<file path="config.mk">
export PLATFORM = sky130hd
export DESIGN_NAME = register_universal_flat
export DESIGN_NICKNAME = d
export VERILOG_FILES = /design/src/rtl/register_universal_if.sv /design/src/rtl/register_universal.sv /design/src/flat_wrapper.sv
export SDC_FILE = /design/constraint.sdc
export NUM_CORES = 1
export LEC_CHECK = 0
export BUFFER_PORTS_ARGS = -buffer_cell sky130_fd_sc_hd__buf_2
export CORE_AREA = 2 2 39 41
export DETAILED_ROUTE_END_ITERATION = 10
export DIE_AREA = 0 0 41 43
export PLACE_DENSITY = 0.71
export SLEW_MARGIN = 5
export SYNTH_ARGS = -nofsm -noshare
export SYNTH_HDL_FRONTEND = slang
export SYNTH_SLANG_ARGS = --single-unit
</file>
<file path="constraint.sdc">
create_clock -name clk -period 1.9 [get_ports clk]
set_input_delay 0.57 -clock clk [delete_from_list [all_inputs] [get_ports clk]]
set_output_delay 0.57 -clock clk [all_outputs]
set_load 0.005 [all_outputs]
</file>
<file path="src/rtl/register_universal_if.sv">
// Bus bundle for register_universal: operation inputs and register/flag outputs.
// Master drives the operation; slave (the register) returns contents and flags.
interface register_universal_if #(
  parameter int WIDTH = 4
);
  logic [WIDTH-1:0] DATA;
  logic [WIDTH-1:0] A;
  logic             WE;
  logic [2:0]       MODE;
  logic             SIN;
  logic             SOUT;
  logic             CARRY;
  logic             ZERO;

  modport master (
    output DATA, WE, MODE, SIN,
    input  A, SOUT, CARRY, ZERO
  );

  modport slave (
    input  DATA, WE, MODE, SIN,
    output A, SOUT, CARRY, ZERO
  );
endinterface

</file>
<file path="src/rtl/register_universal.sv">
// Multi-mode register: hold/load/shift/rotate/inc/dec with carry and zero flags.
// Latency: one cycle from operation to A/CARRY; SOUT/ZERO combinational from A.
// Backpressure: none; accepts an operation every cycle. Option: REGISTER_UNIVERSAL_SAT_EN (saturating INC/DEC).
module register_universal #(
  parameter int WIDTH = 4
) (
  input logic                clk,
  input logic                reset,
  register_universal_if.slave bus
);
  localparam logic [2:0] MODE_HOLD = 3'b000;
  localparam logic [2:0] MODE_LOAD = 3'b001;
  localparam logic [2:0] MODE_SHL  = 3'b010;
  localparam logic [2:0] MODE_SHR  = 3'b011;
  localparam logic [2:0] MODE_ROL  = 3'b100;
  localparam logic [2:0] MODE_ROR  = 3'b101;
  localparam logic [2:0] MODE_INC  = 3'b110;
  localparam logic [2:0] MODE_DEC  = 3'b111;

  logic [WIDTH-1:0] a_q;
  logic [WIDTH-1:0] a_nxt;
  logic             carry_q;
  logic             carry_nxt;
  logic             a_max;
  logic             a_min;

  assign a_max = &a_q;
  assign a_min = ~|a_q;

  // Each mode only reads the inputs it needs, so X on unused inputs stays out of state.
  always_comb begin
    a_nxt     = a_q;
    carry_nxt = carry_q;
    if (bus.WE) begin
      case (bus.MODE)
        MODE_HOLD: begin
          a_nxt     = a_q;
          carry_nxt = carry_q;
        end
        MODE_LOAD: begin
          a_nxt     = bus.DATA;
          carry_nxt = 1'b0;
        end
        MODE_SHL: begin
          a_nxt     = {a_q[WIDTH-2:0], bus.SIN};
          carry_nxt = a_q[WIDTH-1];
        end
        MODE_SHR: begin
          a_nxt     = {bus.SIN, a_q[WIDTH-1:1]};
          carry_nxt = a_q[0];
        end
        MODE_ROL: begin
          a_nxt     = {a_q[WIDTH-2:0], a_q[WIDTH-1]};
          carry_nxt = a_q[WIDTH-1];
        end
        MODE_ROR: begin
          a_nxt     = {a_q[0], a_q[WIDTH-1:1]};
          carry_nxt = a_q[0];
        end
        MODE_INC: begin
          carry_nxt = a_max;
`ifdef REGISTER_UNIVERSAL_SAT_EN
          a_nxt     = a_max ? a_q : a_q + WIDTH'(1);
`else
          a_nxt     = a_q + WIDTH'(1);
`endif
        end
        MODE_DEC: begin
          carry_nxt = a_min;
`ifdef REGISTER_UNIVERSAL_SAT_EN
          a_nxt     = a_min ? a_q : a_q - WIDTH'(1);
`else
          a_nxt     = a_q - WIDTH'(1);
`endif
        end
        default: begin
          a_nxt     = a_q;
          carry_nxt = carry_q;
        end
      endcase
    end
  end

  always_ff @(posedge clk) begin
    if (reset) begin
      a_q     <= '0;
      carry_q <= 1'b0;
    end else begin
      a_q     <= a_nxt;
      carry_q <= carry_nxt;
    end
  end

  assign bus.A     = a_q;
  assign bus.CARRY = carry_q;
  assign bus.SOUT  = a_q[WIDTH-1];
  assign bus.ZERO  = (a_q == '0);
endmodule

</file>
<file path="src/flat_wrapper.sv">
// flat-port wrapper written by rule: the top's interface ports become plain ports
module register_universal_flat 
#(
  parameter int WIDTH = 4
)
  (clk, reset, bus_DATA, bus_WE, bus_MODE, bus_SIN, bus_A, bus_SOUT, bus_CARRY, bus_ZERO);
  register_universal_if #(.WIDTH(WIDTH)) bus_i ();
  input logic clk;
  input logic reset;
  input wire logic [$bits(bus_i.DATA)-1:0] bus_DATA;
  input wire logic [$bits(bus_i.WE)-1:0] bus_WE;
  input wire logic [$bits(bus_i.MODE)-1:0] bus_MODE;
  input wire logic [$bits(bus_i.SIN)-1:0] bus_SIN;
  output wire logic [$bits(bus_i.A)-1:0] bus_A;
  output wire logic [$bits(bus_i.SOUT)-1:0] bus_SOUT;
  output wire logic [$bits(bus_i.CARRY)-1:0] bus_CARRY;
  output wire logic [$bits(bus_i.ZERO)-1:0] bus_ZERO;
  assign bus_i.DATA = bus_DATA;
  assign bus_i.WE = bus_WE;
  assign bus_i.MODE = bus_MODE;
  assign bus_i.SIN = bus_SIN;
  assign bus_A = bus_i.A;
  assign bus_SOUT = bus_i.SOUT;
  assign bus_CARRY = bus_i.CARRY;
  assign bus_ZERO = bus_i.ZERO;
  register_universal #(.WIDTH(WIDTH)) u_core (.clk(clk), .reset(reset), .bus(bus_i));
endmodule
</file>
==> impl_metrics.csv <==
group,metric,value,unit
timing,setup_slack,0.117,ns
synth,ys_top_cells_by_area,"dfxtp_1 18%, nand2_1 6.1%, mux2_1 6.1%, a21oi_1 4.5%, buf_6 4.1%",
floorplanning,dieArea,0.00176,sq mm
timing,max_freq,561,MHz
setup_path,timing.rr.start,"u_core.bus.A[1]",
cts,clock_sinks,5,
route,vias,590,
synth,netlist.area_leader.share,0.181,
pwr,p_clk_frac,0.341,
cts,clkLatencyLatePin,0.25,ns
pwr,p_per_area,535,mW/mm^2
grt,grt_pass1_wl,2210,microns
cts,clk_pin_slew,0.05,ns
synth,yosysTopAreaCell,"dfxtp_1",
grt,overflow,0,
cts,clockRootBuffer,"clkbuf_4",
timing,hold_viol_final,0,
setup_path,timing.rr.end,"u_core.bus.A[2]",
synth,syn_avg_cell_area,8.01,sq um
hold_path,hold_path.class,"flop to flop",
place,placed_cell_area,656,sq um
setup_path,critPathLaunchType,"flop",
cts,cts_made_buffers,3,
setup_path,startpoint,"u_core.bus.A[1]",
finish,syn2layout_area_growth,23.5,%
cts,post_cts_buffers,0,
place,gp_congestion,0.768,
setup_path,cp_max_fo,6,
timing,max_slew_margin,0.754,
finish,fillers,140,
timing,holdWs,0.452,ns
place,dp_hpwl,1040,microns
timing,fin_worst_skew,0.00686,ns
cts,clockBufferDepth,2,
cts,cts_resized,0,
hold_path,min_from,"u_core.bus.CARRY",
setup_path,worstSetupPathType,"flop to output port",
grt,grt_max_degree,16,
pwr,total_power,366,uW
route,wl,1400,microns
synth,yosysUniqueCellTypes,36,
timing,fin_crit_sh,0.939,
setup_path,critPathRequiredTime,1.33,ns
grt,grt_pass1_vias,522,
timing,setup_viol,0,
synth,async_flop_share,0,
floorplanning,io_pins,18,
pwr,p_sw,120,uW
grt,grtUsageTotal,0.181,
cts,hold_buffers,0,
floorplanning,die_x,41,microns
finish,final_nets,102,
finish,antenna_cells,0,
timing,worstMarginPinSlew,0.368,ns
route,drt_iter0_drc,12,
floorplanning,row_count,14,
place,place_worst_setup_slack,-0.0699,ns
synth,synthesis.area,553,sq um
synth,synth_edf_count,0,
finish,drive_gt1_frac,0.382,
run,max-cap-violations,0,
floorplanning,start_util,0.400,
setup_path,cp.arrival,1.21,ns
floorplanning,core,0.00138,sq mm
route,route.detailed.drc,0,
synth,netlist_instances,69,
synth,ys_ff_latch,5,
synth,synth_fp_nets,81,
pwr,p_seq_frac,0.343,
pwr,comb_power_share,0.315,
grt,antenna_found_initial,0,
route,via_per_inst,5.62,
timing,maxSlewViolCount,0,
setup_path,end_kind,"output port",
timing,fin_crit,1.78,ns
route,dr.pass1.iters,4,
synth,synth-seq-area-share,0.181,
pwr,switching_share,0.328,
pwr,p_int,246,uW
cts,cts_tree,"done",
synth,ys_warn_count,0,
finish,final_area,683,sq um
pwr,leakage,0.311,nW
synth,synthFlopType,"dfxtp_1",
route,wl_per_cell,13.3,microns
place,port-buffer-count,17,
setup_path,rrSetupSlack,0.30,ns
timing,rsz0062_at_grt,"no",
route,ant_nets,0,
run_status,outcome,"finished clean",
floorplanning,die_h,43,microns
setup_path,worstSetupEndpoint,"bus_ZERO",
timing,tns,0,ns
pwr,ir_drop,377,uV
cts,h-tree-depth,1,
setup_path,ff2ff_path_depth,6,
## power groups by stage
stage	sequential [mW]	combinational (mW)	clock [mW]
2_1_floorplan	0.122	0.0813	0
3_3_place_gp	0.127	0.114	0
3_5_place_dp	0.128	0.115	0
4_1_cts	0.125	0.116	0.130
5_1_grt	0.127	0.128	0.142
6_report	0.126	0.115	0.125
## area by class of cell
cell class              count  area [sq um]  area share
clock buffers               3          22.5      0.0330
clock inverters             1          5.00     0.00733
inverters                   4          15.0      0.0220
multi-input cells          53           390       0.571
flip-flops and latches      5           100       0.147
well taps                  16          20.0      0.0293
repair buffers             23           130       0.190
## registers in the layout, indices dropped and copies added (netlist names)
| register | count |
|---|---|
| u_core.bus.A | 4 |
| u_core.bus.CARRY | 1 |
## worst max-delay path: stages, from the launching register on
cell and delay [ns]:
dfxtp_1 0.34, buf_4 0.17, nor4_2 0.29, buf_2 0.16
## metrics by stage
stage	util	instances
2_1_floorplan	-	69
3_3_place_gp	0.474	101
3_5_place_dp	0.474	101
4_1_cts	0.494	105
5_1_grt	0.494	105
6_report	0.494	105
## synth_stat cells, types with 2 or more instances
library cell  n
nand2_1       9
a21oi_1       5
dfxtp_1       5
inv_1         4
buf_2         3
mux2_1        3
nand2b_1      3
a221o_1       2
and3_1        2
buf_4         2
buf_6         2
mux2i_1       2
nand3_1       2
nand4_1       2
o21ai_1       2
## kinds of logic after synthesis
kind of cell    Yosys count  share of synthesized area
simple gates             25                      0.249
flops                     5                      0.181
xor+xnor                  2                     0.0453
compound gates           20                      0.283
mux                       5                     0.0973
buf+inv                  11                      0.122
fa+ha+maj                 1                     0.0226
## cell usage in the layout (no fill, tap or decap), drive strengths merged
master   Yosys  routed
clkinv       0       1
nand4        2       2
inv          4       4
o2111ai      1       1
o22ai        1       1
buf          7      23
mux2         3       3
ha           1       1
a31oi        1       1
nand2b       3       3
or3b         1       1
nor2         1       1
nor4         1       1
or2          1       1
a41o         1       1
o31ai        1       1
clkbuf       0       3
a21oi        5       5
o311ai       1       1
nand3        2       2
mux2i        2       2
dfxtp        5       5
nor3         1       1
and3         2       2
a221o        2       2
or4          1       1
xor2         1       1
a32o         1       1
o21ai        3       3
a41oi        1       1
xnor2        1       1
a211oi       1       1
nand2       10      10
a311o        1       1
## how the worst min path moves through the flow
stage | cells after the start | endpoint
2_1_floorplan | 2 | u_core.bus.CARRY
3_3_place_gp | 2 | u_core.bus.CARRY
3_5_place_dp | 2 | u_core.bus.CARRY
4_1_cts | 2 | u_core.bus.CARRY
5_1_grt | 2 | u_core.bus.CARRY
6_report | 2 | u_core.bus.CARRY
## routing by layer
metal  vias to the layer above  wire [microns]  GRT usage
met3                         2              51     0.0628
met1                       277             608      0.223
met2                        12             726      0.281
li1                        299               -          -
met5                         -               0          0
met4                         0              10     0.0600
Note: power is estimated with default switching activity, not from simulation.
